===== config.mk =====
export PLATFORM = sky130hd
export DESIGN_NAME = dla_particle_check_flat
export DESIGN_NICKNAME = d
export VERILOG_FILES = /design/src/rtl/dla_particle_check_if.sv /design/src/rtl/dla_particle_check.sv /design/src/flat_wrapper.sv
export SDC_FILE = /design/constraint.sdc
export NUM_CORES = 1
export LEC_CHECK = 0
export CORE_UTILIZATION = 35
export CTS_BUF_LIST = sky130_fd_sc_hd__clkbuf_4 sky130_fd_sc_hd__clkbuf_8 sky130_fd_sc_hd__clkbuf_16
export DETAILED_ROUTE_END_ITERATION = 6
export GPL_ROUTABILITY_DRIVEN = 0
export PLACE_DENSITY = 0.57
export RECOVER_POWER = 50
export SKIP_LAST_GASP = 1
export SLEW_MARGIN = 20
export SYNTH_ARGS = -nofsm -noshare
export SYNTH_HDL_FRONTEND = slang
export SYNTH_SLANG_ARGS = --single-unit

===== constraint.sdc =====
create_clock -name clk -period 13.2 [get_ports clk]
set_input_delay 2.64 -clock clk [delete_from_list [all_inputs] [get_ports clk]]
set_output_delay 2.64 -clock clk [all_outputs]
set_load 0.01 [all_outputs]

===== src/rtl/dla_particle_check_if.sv =====
// Request/result and VRAM Avalon read signals of the DLA particle checker.
// The checker sits on the slave modport; the requester and the VRAM side
// together form the master modport.

`ifndef H_DISPLAY
`define H_DISPLAY 640
`endif
`ifndef V_DISPLAY
`define V_DISPLAY 480
`endif
`ifndef H_SIZE
`define H_SIZE 10
`endif
`ifndef V_SIZE
`define V_SIZE 9
`endif

interface dla_particle_check_if #(
  parameter int AVN_AW = 19,
  parameter int AVN_DW = 16
);
  logic [`H_SIZE-1:0] check_x;
  logic [`V_SIZE-1:0] check_y;
  logic               check_start;
  logic               check_done;
  logic               hit_boundary;
  logic               hit_neighbor;
  logic [AVN_AW-1:0]  vram_avn_address;
  logic               vram_avn_read;
  logic [AVN_DW-1:0]  vram_avn_readdata;
  logic               vram_avn_waitrequest;
  logic               vram_avn_readdatavalid;

  modport slave (
    input  check_x, check_y, check_start,
    input  vram_avn_readdata, vram_avn_waitrequest, vram_avn_readdatavalid,
    output check_done, hit_boundary, hit_neighbor,
    output vram_avn_address, vram_avn_read
  );

  modport master (
    output check_x, check_y, check_start,
    output vram_avn_readdata, vram_avn_waitrequest, vram_avn_readdatavalid,
    input  check_done, hit_boundary, hit_neighbor,
    input  vram_avn_address, vram_avn_read
  );
endinterface


===== src/rtl/dla_particle_check.sv =====
// DLA particle checker: decides whether a particle touches the screen edge
// or any occupied pixel among its 8 neighbours, reading VRAM one word at a
// time and stopping at the first occupied neighbour.

`ifndef H_DISPLAY
`define H_DISPLAY 640
`endif
`ifndef V_DISPLAY
`define V_DISPLAY 480
`endif
`ifndef H_SIZE
`define H_SIZE 10
`endif
`ifndef V_SIZE
`define V_SIZE 9
`endif

module dla_particle_check #(
  parameter int AVN_AW    = 19,
  parameter int AVN_DW    = 16,
  parameter int H_DISPLAY = `H_DISPLAY,
  parameter int V_DISPLAY = `V_DISPLAY
) (
  input logic clk,
  input logic rst,
  dla_particle_check_if.slave bus
);

  localparam int XW = `H_SIZE;
  localparam int YW = `V_SIZE;
  localparam logic [XW-1:0] X_MAX = XW'(H_DISPLAY - 1);
  localparam logic [YW-1:0] Y_MAX = YW'(V_DISPLAY - 1);

  typedef enum logic [4:0] {
    IDLE  = 5'b00001,
    BOUND = 5'b00010,
    READ  = 5'b00100,
    WAIT  = 5'b01000,
    DONE  = 5'b10000
  } state_t;

  state_t            state;
  logic [XW-1:0]     x;
  logic [YW-1:0]     y;
  logic [2:0]        k;
  logic              done;
  logic              hb;
  logic              hn;
  logic              rd;
  logic [AVN_AW-1:0] addr;

  // Word address of neighbour kv. Offsets are encoded as 0/1/2 and the
  // minus-one is applied after widening, so interior pixels never wrap.
  function automatic logic [AVN_AW-1:0] nbr_addr(input logic [XW-1:0] xv,
                                                 input logic [YW-1:0] yv,
                                                 input logic [2:0]    kv);
    logic [1:0]        dx;
    logic [1:0]        dy;
    logic [AVN_AW-1:0] nx;
    logic [AVN_AW-1:0] ny;
    case (kv)
      3'd0:    begin dx = 2'd0; dy = 2'd0; end
      3'd1:    begin dx = 2'd1; dy = 2'd0; end
      3'd2:    begin dx = 2'd2; dy = 2'd0; end
      3'd3:    begin dx = 2'd0; dy = 2'd1; end
      3'd4:    begin dx = 2'd2; dy = 2'd1; end
      3'd5:    begin dx = 2'd0; dy = 2'd2; end
      3'd6:    begin dx = 2'd1; dy = 2'd2; end
      default: begin dx = 2'd2; dy = 2'd2; end
    endcase
    nx = AVN_AW'(xv) + AVN_AW'(dx) - AVN_AW'(1);
    ny = AVN_AW'(yv) + AVN_AW'(dy) - AVN_AW'(1);
    return nx + ny * AVN_AW'(H_DISPLAY);
  endfunction

  // Control FSM; every output is a register updated alongside the state.
  always_ff @(posedge clk or posedge rst) begin
    if (rst) begin
      state <= IDLE;
      x     <= '0;
      y     <= '0;
      k     <= '0;
      done  <= 1'b0;
      hb    <= 1'b0;
      hn    <= 1'b0;
      rd    <= 1'b0;
      addr  <= '0;
    end else begin
      done <= 1'b0;
      case (state)
        IDLE: begin
          if (bus.check_start) begin
            x     <= bus.check_x;
            y     <= bus.check_y;
            hb    <= 1'b0;
            hn    <= 1'b0;
            state <= BOUND;
          end
        end
        BOUND: begin
          if (x == '0 || x == X_MAX || y == '0 || y == Y_MAX) begin
            hb    <= 1'b1;
            done  <= 1'b1;
            state <= DONE;
          end else begin
            k     <= 3'd0;
            addr  <= nbr_addr(x, y, 3'd0);
            rd    <= 1'b1;
            state <= READ;
          end
        end
        READ: begin
          if (!bus.vram_avn_waitrequest) begin
            rd    <= 1'b0;
            state <= WAIT;
          end
        end
        WAIT: begin
          if (bus.vram_avn_readdatavalid) begin
            if (bus.vram_avn_readdata != '0) begin
              hn    <= 1'b1;
              done  <= 1'b1;
              state <= DONE;
            end else if (k == 3'd7) begin
              done  <= 1'b1;
              state <= DONE;
            end else begin
              k     <= k + 3'd1;
              addr  <= nbr_addr(x, y, k + 3'd1);
              rd    <= 1'b1;
              state <= READ;
            end
          end
        end
        DONE: begin
          state <= IDLE;
        end
        default: begin
          rd    <= 1'b0;
          state <= IDLE;
        end
      endcase
    end
  end

  // Drive the interface straight from the registers.
  always_comb begin
    bus.check_done       = done;
    bus.hit_boundary     = hb;
    bus.hit_neighbor     = hn;
    bus.vram_avn_read    = rd;
    bus.vram_avn_address = addr;
  end

endmodule


===== src/flat_wrapper.sv =====
// flat-port wrapper written by rule: the top's interface ports become plain ports
module dla_particle_check_flat 
#(
  parameter int AVN_AW    = 19,
  parameter int AVN_DW    = 16,
  parameter int H_DISPLAY = `H_DISPLAY,
  parameter int V_DISPLAY = `V_DISPLAY
)
  (clk, rst, bus_check_x, bus_check_y, bus_check_start, bus_vram_avn_readdata, bus_vram_avn_waitrequest, bus_vram_avn_readdatavalid, bus_check_done, bus_hit_boundary, bus_hit_neighbor, bus_vram_avn_address, bus_vram_avn_read);
  dla_particle_check_if #(.AVN_AW(AVN_AW), .AVN_DW(AVN_DW)) bus_i ();
  input logic clk;
  input logic rst;
  input wire logic [$bits(bus_i.check_x)-1:0] bus_check_x;
  input wire logic [$bits(bus_i.check_y)-1:0] bus_check_y;
  input wire logic [$bits(bus_i.check_start)-1:0] bus_check_start;
  input wire logic [$bits(bus_i.vram_avn_readdata)-1:0] bus_vram_avn_readdata;
  input wire logic [$bits(bus_i.vram_avn_waitrequest)-1:0] bus_vram_avn_waitrequest;
  input wire logic [$bits(bus_i.vram_avn_readdatavalid)-1:0] bus_vram_avn_readdatavalid;
  output wire logic [$bits(bus_i.check_done)-1:0] bus_check_done;
  output wire logic [$bits(bus_i.hit_boundary)-1:0] bus_hit_boundary;
  output wire logic [$bits(bus_i.hit_neighbor)-1:0] bus_hit_neighbor;
  output wire logic [$bits(bus_i.vram_avn_address)-1:0] bus_vram_avn_address;
  output wire logic [$bits(bus_i.vram_avn_read)-1:0] bus_vram_avn_read;
  assign bus_i.check_x = bus_check_x;
  assign bus_i.check_y = bus_check_y;
  assign bus_i.check_start = bus_check_start;
  assign bus_i.vram_avn_readdata = bus_vram_avn_readdata;
  assign bus_i.vram_avn_waitrequest = bus_vram_avn_waitrequest;
  assign bus_i.vram_avn_readdatavalid = bus_vram_avn_readdatavalid;
  assign bus_check_done = bus_i.check_done;
  assign bus_hit_boundary = bus_i.hit_boundary;
  assign bus_hit_neighbor = bus_i.hit_neighbor;
  assign bus_vram_avn_address = bus_i.vram_avn_address;
  assign bus_vram_avn_read = bus_i.vram_avn_read;
  dla_particle_check #(.AVN_AW(AVN_AW), .AVN_DW(AVN_DW), .H_DISPLAY(H_DISPLAY), .V_DISPLAY(V_DISPLAY)) u_core (.clk(clk), .rst(rst), .bus(bus_i));
endmodule

# Word level (Yosys, flattened, before mapping)
# Index checks and enable logic that the tools add are counted.
classes:
  addsub: 11
  multipliers: 2
  eq_ne: 22
  mux: 46
  n_bitwise: 1
  reduce_logical: 21
op_table:
  columns: ["operator", "count"]
  rows:
  - ["19-bit two-way mux", 4]
  - ["19-bit by 1-bit subtractor with 19-bit output (second input constant)", 4]
  - ["19-bit adder", 2]
  - ["19-bit by 3-bit multiplier with 12-bit output (second input constant)", 2]
  - ["19-bit case mux with 2 select lines", 1]
  - ["5-bit two-way mux", 6]
  - ["10-bit by 2-bit adder with 11-bit output", 2]
  - ["9-bit by 2-bit adder with 10-bit output", 2]
  - ["2-bit two-way mux", 10]
  - ["5-bit case mux with 4 select lines", 1]
  - ["16-bit nonzero test", 1]
  - ["1-bit two-way mux", 13]
  - ["3-bit == test (second input constant)", 4]
  - ["3-bit two-way mux", 4]
  - ["2-bit != test (second input constant)", 6]
  - ["10-bit == test (second input constant)", 1]
  - ["10-bit zero test", 1]
  - ["9-bit == test (second input constant)", 1]
  - ["9-bit zero test", 1]
  - ["2-bit case mux with 2 select lines", 2]
  - ["3-bit by 2-bit == test with 1-bit output (second input constant)", 2]
  - ["1-bit case mux with 2 select lines", 3]
  - ["3-bit case mux with 2 select lines", 1]
  - ["3-bit AND reduction", 2]
  - ["other kinds (19)", 27]
word_totals:
  reg_bits: 50
  inputBits: 40
  output_inout_bits: 23
  word_cells: 112

# Longest topological paths before layout
# Gate-level depths: netlist (run 1).
depth:
  depth_word: 16
  mapped_depth: 27
  depth_no_buf: 27

# Worst setup path after synthesis (run 1)
# No wires, ideal clock.
synth_timing:
  kind: "register to register"
  from: "register u_core.k[0]"
  to: "register u_core.addr[17] (netlist: u_core.bus.vram_avn_address[17])"
  setup_time_ps: 120
  arrival_time_ps: 5568
  required_time_ps: 13080
  setup_slack_ps: 7512
  path_stages_with_launch: 24
  n_path_buf: 0
  synth_period_minus_slack_ps: 5688
  path_cell_list: "dfrtp_1 > ha_1 > ha_1 > mux2_2 > ha_1 > fa_1 > inv_1 > ha_1 > mux2i_1 > o21ai_0 > xor2_1 > ha_1 > ha_1 > a21o_1 > a21oi_1 > xor2_1 > ha_1 > nand2_1 > or4b_1 > a21boi_1 > a21o_1 > a21oi_1 > xnor2_1 > o211a_1"
synth_via:
  elab_chain_cells: 16
  elab_cells_between_ends: 35
  classes_between: "add/sub (6); mul (1); eq/ne (8); mux (14); reduce/logical (6)"
synth_lines:
  columns: ["element", "line_no", "text"]
  rows:
  - ["start: declaration", "dla_particle_check.sv:45", "logic [2:0] k;"]
  - ["start signal: assignment", "dla_particle_check.sv:128", "k <= k + 3'd1;"]
  - ["3-bit by 1-bit adder with 3-bit output", "dla_particle_check.sv:129", "addr <= nbr_addr(x, y, k + 3'd1);"]
  - ["3-bit by 1-bit == test with 1-bit output, or another cell as far along", "dla_particle_check.sv:61", "case (kv)"]
  - ["3-bit OR reduction (no source line) / 2-bit OR reduction (equally long branches)", null, null]
  - ["2-bit case mux with 2 select lines", "dla_particle_check.sv:61", null]
  - ["2-bit two-way mux", "dla_particle_check.sv:124", "end else if (k == 3'd7) begin"]
  - ["2-bit two-way mux", "dla_particle_check.sv:120", "if (bus.vram_avn_readdata != '0) begin"]
  - ["2-bit two-way mux", "dla_particle_check.sv:119", "if (bus.vram_avn_readdatavalid) begin"]
  - ["2-bit two-way mux", "dla_particle_check.sv:90", "case (state)"]
  - ["9-bit by 2-bit adder with 10-bit output", "dla_particle_check.sv:72", "ny = AVN_AW'(yv) + AVN_AW'(dy) - AVN_AW'(1);"]
  - ["19-bit by 1-bit subtractor with 19-bit output", "dla_particle_check.sv:72", null]
  - ["19-bit by 3-bit multiplier with 12-bit output", "dla_particle_check.sv:73", "return nx + ny * AVN_AW'(H_DISPLAY);"]
  - ["19-bit adder", "dla_particle_check.sv:73", null]
  - ["19-bit two-way mux", "dla_particle_check.sv:124", null]
  - ["19-bit two-way mux", "dla_particle_check.sv:120", null]
  - ["19-bit two-way mux", "dla_particle_check.sv:119", null]
  - ["19-bit case mux with 2 select lines", "dla_particle_check.sv:90", null]
  - ["end signal: assignment", "dla_particle_check.sv:107", "addr <= nbr_addr(x, y, 3'd0);"]
  - ["end signal: assignment", "dla_particle_check.sv:129", null]
  - ["end: declaration", "dla_particle_check.sv:50", "logic [AVN_AW-1:0] addr;"]
# Several ways; a longest one is shown, not always the timed one. The select of a mux whose other input is x is not followed.
# A chain may end at the register's enable or synchronous reset.

# Final worst setup path (run 1)
# Ends and elaborated chain as after synthesis.

==> impl_metrics.env, run 1 <==
export IMPL_tightest_slew_ns=2.30
export IMPL_crit_path_frequent_cell="ha_1"
export IMPL_die_h_um=130
export IMPL_cts_resized_gates=0
export IMPL_violations="max-capacitance violations, max-slew violations"
export IMPL_clock_latency_ns=0.31
export IMPL_ys_types=72
export IMPL_cts_tree="done"
export IMPL_drive_gt1_frac=0.0364
export IMPL_crit_fanout=6
export IMPL_drt_first_pass_iters=4
export IMPL_dp_cells=977
export IMPL_grt_pass1_vias=4884
export IMPL_root_buffer="clkbuf_16"
export IMPL_cp_slowest_cell="or4b_1"
export IMPL_die_width_um=130
export IMPL_period_needed_ns=6.20
export IMPL_path_class="reg2reg"
export IMPL_track_usage=0.175
export IMPL_startpoint_type="flip-flop"
export IMPL_grt_ovfl_total=0
export IMPL_cpPeakStageDelay_ns=0.55
export IMPL_clock_skew_ns=0.0142
export IMPL_fp_dieArea_um2=16900
export IMPL_maxSlewHeadroom=-0.543
export IMPL_route_detailed_wl_per_inst_um=14.2
export IMPL_clock_fmax_mhz=161
export IMPL_antenna_found_initial=0
export IMPL_dp_hpwl_mm=11.4
export IMPL_hold_class="reg2reg"
export IMPL_ys_warn_count=0
export IMPL_stdcell_count=985
export IMPL_reg2reg_slack_ns=7.00
export IMPL_utilization=0.420
export IMPL_start_util=0.359
export IMPL_cts_sinks=50
export IMPL_cp_end_kind="flip-flop"
export IMPL_synthArstFlopShare=1.00
export IMPL_holdBufCountCts=0
export IMPL_maxCapViolCount=1
export IMPL_hold_viol_final=0
export IMPL_required_ns=13.39
export IMPL_rsz0062_at_grt="false"
export IMPL_ios=63
export IMPL_rows=46
export IMPL_portBuffers=62
export IMPL_syn_area_um2=5720
export IMPL_synth_edff_count=0
export IMPL_ant_nets=0
export IMPL_cts_made_buffers=5
export IMPL_drtIter0Drc=233
export IMPL_worstPathArrival_ns=6.39
export IMPL_grt_max_degree=51
export IMPL_synth_avg_cell_area_um2=7.99
export IMPL_nets=909
export IMPL_diodes=0
export IMPL_htree_levels=2
export IMPL_setup_viol=0
export IMPL_syn_nets=857
export IMPL_finalCritPeriodShare=0.470
export IMPL_status="finished with violations"
export IMPL_ys_flop_type="dfrtp_1"
export IMPL_path_cells="ha_1 -> ha_1 -> mux2_2 -> ha_1 -> fa_1 -> inv_1 -> ha_1 -> mux2i_1 -> o21ai_0 -> xor2_1 -> ha_1 -> ha_1 -> a21o_1 -> a21oi_1 -> xor2_1 -> ha_1 -> nand2_1 -> or4b_1 -> a21boi_1 -> a21o_1 -> a21oi_1 -> xnor2_1 -> o211a_1"
export IMPL_cts_clk_slew_worst_paths_ns=0.08
export IMPL_cts_max_path_buffers=2
export IMPL_via_per_inst=5.11
export IMPL_num_vias=5034
export IMPL_tns_ns=0
export IMPL_cts_setup_buffers=0
export IMPL_wl_mm=14.0
export IMPL_drc_errors=0
export IMPL_grt_pass1_wl_mm=23.1
export IMPL_ys_ff_latch=50
export IMPL_syn2layout_area_growth_pct=17.2
export IMPL_fp_coreArea_um2=15900
export IMPL_syn_instance_count=716
export IMPL_ys_seq_area_frac=0.219
export IMPL_fin_hold_ws_ns=0.478
export IMPL_drv_slew=51
## cell usage in the layout (no fill, tap or decap), types with 3 or more instances in the layout
master,n
a211oi_1,5
a21o_1,10
a21oi_1,50
a31oi_1,3
and2_1,3
and3_1,3
clkbuf_16,5
clkdlybuf4s50_1,50
dfrtp_1,49
dlygate4sd3_1,12
fa_1,6
ha_1,95
inv_1,70
mux2_2,3
mux2i_1,3
nand2_1,79
nand2b_1,7
nand3_1,12
nand4_1,8
nor2_1,63
nor2b_1,8
nor3_1,14
nor3b_1,4
nor4_1,7
o21a_1,4
o21ai_0,26
o21ai_1,38
o41ai_1,4
or3_1,8
xnor2_1,44
xor2_1,22
## per-layer routing
metal / track usage / wire length [um] / part of all wire / vias up
li1: - / - / - / 2593
met1: 0.228 / 6650 / 0.47 / 2328
met2: 0.305 / 6600 / 0.47 / 107
met3: 0.0250 / 597 / 0.043 / 6
met4: 0.0438 / 159 / 0.011 / 0
met5: 0 / 0 / 0 / -
## synth_stat cells (4+ instances only)
library cell  instances  area [um^2]
xnor2_1              44          385
nor3_1               14         70.1
nand2b_1              7         43.8
fa_1                  6          120
clkbuf_1             11         41.3
a21oi_1              50          250
nand2_1              79          297
nor3b_1               5         37.5
o21a_1                4         30.0
or3_1                 8         50.1
ha_1                 95         1190
nand3_1              12         60.1
nand4_1               8         50.1
dfrtp_1              49         1230
a21o_1               10         75.1
o21ai_1              39          195
nor4_1                7         43.8
a211oi_1              5         37.5
inv_1                71          267
o41ai_1               4         35.0
o21ai_0              26          130
nor2_1               63          236
nor2b_1               8         50.1
xor2_1               22          193
buf_2                 6         30.0
## per-stage QoR
step | setup slack, ns | area, um^2
6_report | 7.00 | 6700
2_1_floorplan | 7.51 | 5720
3_3_place_gp | 7.23 | 6550
3_5_place_dp | 7.05 | 6550
5_1_grt | 6.62 | 6700
4_1_cts | 7.02 | 6700
## critical path, delay by kind of cell (launching register included)
kind,cells,cell delay (ns)
fa+ha+maj,8,2.52
compound gates,7,1.19
simple gates,2,0.66
flops,1,0.43
mux,2,0.50
xor+xnor,3,0.73
buf+inv,1,0.05
## logic make-up after synthesis
| group | count (synthesis) | synth area share |
|---|---|---|
| muxes | 7 | 0.0138 |
| DFF | 50 | 0.219 |
| AOI/OAI and AO/OA | 170 | 0.181 |
| and+or+nand+nor | 230 | 0.190 |
| xor gates and xnor gates | 67 | 0.105 |
| buffers and inverters | 91 | 0.0624 |
| adders and majority gates | 101 | 0.229 |
## sequential cells by signal, indices dropped and copies added, names as in the netlist
name,count
u_core.bus.check_done,1
u_core.bus.hit_boundary,1
u_core.bus.hit_neighbor,1
u_core.bus.vram_avn_address,19
u_core.bus.vram_avn_read,1
u_core.k,3
u_core.state,5
u_core.x,10
u_core.y,9
## cell type report
type	count	area (um^2)
clock buffer	5	125
clock inverter	3	28.8
fill	1611	9240
inverter	72	272
multi-input combinational	575	4120
sequential	50	1250
tap	216	270
timing repair buffer	64	636
## final timing paths
check                                             endpoint  cells after the start                             from
max                        u_core.bus.vram_avn_address[17]                     23                      u_core.k[0]
min                        u_core.bus.vram_avn_address[11]                      2  u_core.bus.vram_avn_address[11]
max reg2reg                u_core.bus.vram_avn_address[17]                     23                      u_core.k[0]
min reg2reg                u_core.bus.vram_avn_address[11]                      2  u_core.bus.vram_avn_address[11]
max in group asynchronous                      u_core.k[1]                      2                              rst
min in group asynchronous                  u_core.state[2]                      2                              rst
Power of run 1 is not shown: default switching activity piles up to over one toggle a cycle in this logic, so the estimate is an artifact.
==> inputs of run 2 (changes only) <==
PLACE_DENSITY = 0.59   (was 0.57)
clock period = 5.4 ns   (was 13.2 ns; I/O delays follow)
==> impl_metrics.env, run 2 (same netlist as run 1, synthesis figures left out) <==
export IMPL_rr_startpoint="u_core.k[0]"
export IMPL_largest_reg_flops=19
export IMPL_ff2ff_path_depth=24
export IMPL_final_common_cell="ha_1"
export IMPL_diodes=0
export IMPL_cts_tree="done"
export IMPL_die_width_um=130
export IMPL_grt_pass1_wl_mm=23.0
export IMPL_track_usage=0.172
export IMPL_grt_ovfl_total=0
export IMPL_drt_first_pass_iters=4
export IMPL_required_ns=5.59
export IMPL_holdBufCountCts=0
export IMPL_clock_skew_ns=0.00851
export IMPL_setup_viol=0
export IMPL_status="finished with violations"
export IMPL_r2r_end="u_core.bus.vram_avn_address[17]"
export IMPL_drive_gt1_frac=0.138
export IMPL_clock_fmax_mhz=188
export IMPL_cp_buffers_inverters=4
export IMPL_rsz0062_at_grt="true"
export IMPL_start_util=0.359
export IMPL_dp_hpwl_mm=11.2
export IMPL_cts_max_path_buffers=2
export IMPL_grt_pass1_vias=4807
export IMPL_cts_sinks=50
export IMPL_final_cell_mix="ha_1 (82), nand2_1 (77), inv_1 (66)"
export IMPL_cpPeakStageDelay_ns=0.56
export IMPL_whs_path_depth=2
export IMPL_tns_ns=0
export IMPL_fp_coreArea_um2=15900
export IMPL_path_cells="ha_2 -> ha_4 -> mux2_4 -> ha_4 -> fa_2 -> inv_2 -> ha_4 -> buf_6 -> nand2_2 -> o21ai_1 -> xor2_1 -> ha_1 -> inv_2 -> fa_2 -> xnor2_2 -> buf_4 -> ha_4 -> nand2_4 -> or4b_4 -> a21boi_2 -> a21o_1 -> a21oi_2 -> xnor2_1 -> o211a_1"
export IMPL_route_detailed_wl_per_inst_um=13.9
export IMPL_rows=46
export IMPL_cts_made_buffers=5
export IMPL_die_h_um=130
export IMPL_via_per_inst=4.98
export IMPL_ios=63
export IMPL_worstHoldEndpoint="u_core.bus.vram_avn_read"
export IMPL_hold_class="reg2reg"
export IMPL_fp_dieArea_um2=16900
export IMPL_clock_latency_ns=0.30
export IMPL_drc_errors=0
export IMPL_num_vias=5078
export IMPL_violations="max-capacitance violations, max-slew violations"
export IMPL_root_buffer="clkbuf_16"
export IMPL_drtIter0Drc=203
export IMPL_portBuffers=62
export IMPL_maxCapViolCount=1
export IMPL_crit_path_frequent_cell="ha_4"
export IMPL_syn2layout_area_growth_pct=27.4
export IMPL_cts_clk_slew_worst_paths_ns=0.08
export IMPL_cp_end_kind="flip-flop"
export IMPL_cp_top_family="adder cells"
export IMPL_path_class="reg2reg"
export IMPL_ant_nets=0
export IMPL_finalCritPeriodShare=0.987
export IMPL_crit_fanout=3
export IMPL_min_from="u_core.bus.vram_avn_read"
export IMPL_hold_viol_final=0
export IMPL_nets=944
export IMPL_tightest_slew_ns=2.81
export IMPL_maxSlewHeadroom=-0.876
export IMPL_drv_slew=51
export IMPL_grt_max_degree=51
export IMPL_period_needed_ns=5.33
export IMPL_reg2reg_slack_ns=0.07
export IMPL_antenna_found_initial=0
export IMPL_startpoint_type="flip-flop"
export IMPL_worstPathArrival_ns=5.52
export IMPL_cp_slowest_cell="fa_2"
export IMPL_wl_mm=14.2
export IMPL_htree_levels=2
==> run 2: what timing repair did <==
item                       4_1_cts  5_1_grt
setup endpoints to repair        2        6
gates resized for setup         21       33
buffers inserted                 1        5
pin swaps                       18       32
==> run 2: routing by layer <==
layer | routed length [um] | up-vias | share of wire | global-route usage
met1 | 7010 | 2325 | 0.49 | 0.235
met3 | 427 | 10 | 0.030 | 0.0168
met5 | 0 | - | 0 | 0
met2 | 6610 | 78 | 0.47 | 0.295
li1 | - | 2665 | - | -
met4 | 151 | 0 | 0.011 | 0.0369
==> run 2: tightest hold or removal path: stages, from the launching register on <==
cell and delay, ns:
dfrtp_1 0.35, nand2_1 0.05, nand2_1 0.05
==> run 2: how the worst max path moves through the flow <==
stage	slack (ns)	endpoint	from	cells after the start
after global placement	-0.02	u_core.bus.vram_avn_address[18]	u_core.k[0]	22
after CTS	-0.01	u_core.bus.vram_avn_address[17]	u_core.k[1]	24
after global routing	-0.14	u_core.bus.vram_avn_address[18]	u_core.k[0]	24
after detailed placement	-0.11	u_core.bus.vram_avn_address[18]	u_core.k[0]	22
final	0.07	u_core.bus.vram_avn_address[17]	u_core.k[0]	24
after floorplan	0.01	u_core.bus.vram_avn_address[17]	u_core.k[0]	23
==> run 2: final cells by class <==
class | instances | area [um^2]
Timing Repair Buffer | 99 | 898
Sequential cell | 50 | 1250
Tap cell | 216 | 270
Fill cell | 1632 | 8660
Inverter | 72 | 270
Multi-Input combinational cell | 575 | 4440
Clock inverter | 3 | 26.3
Clock buffer | 5 | 125
==> run 2: per-stage QoR <==
step	worst slack [ns]	std cells	util	instance area (um^2)	hold WS [ns]
6_report	0.0712	1020	0.457	7280	0.474
3_3_place_gp	-0.0155	1006	0.429	6830	0.462
2_1_floorplan	0.0135	716	-	5790	0.508
3_5_place_dp	-0.107	1006	0.429	6830	0.464
4_1_cts	-0.0140	1015	0.445	7090	0.483
5_1_grt	-0.139	1020	0.457	7280	0.521
Power of run 2 is left out for the same reason.
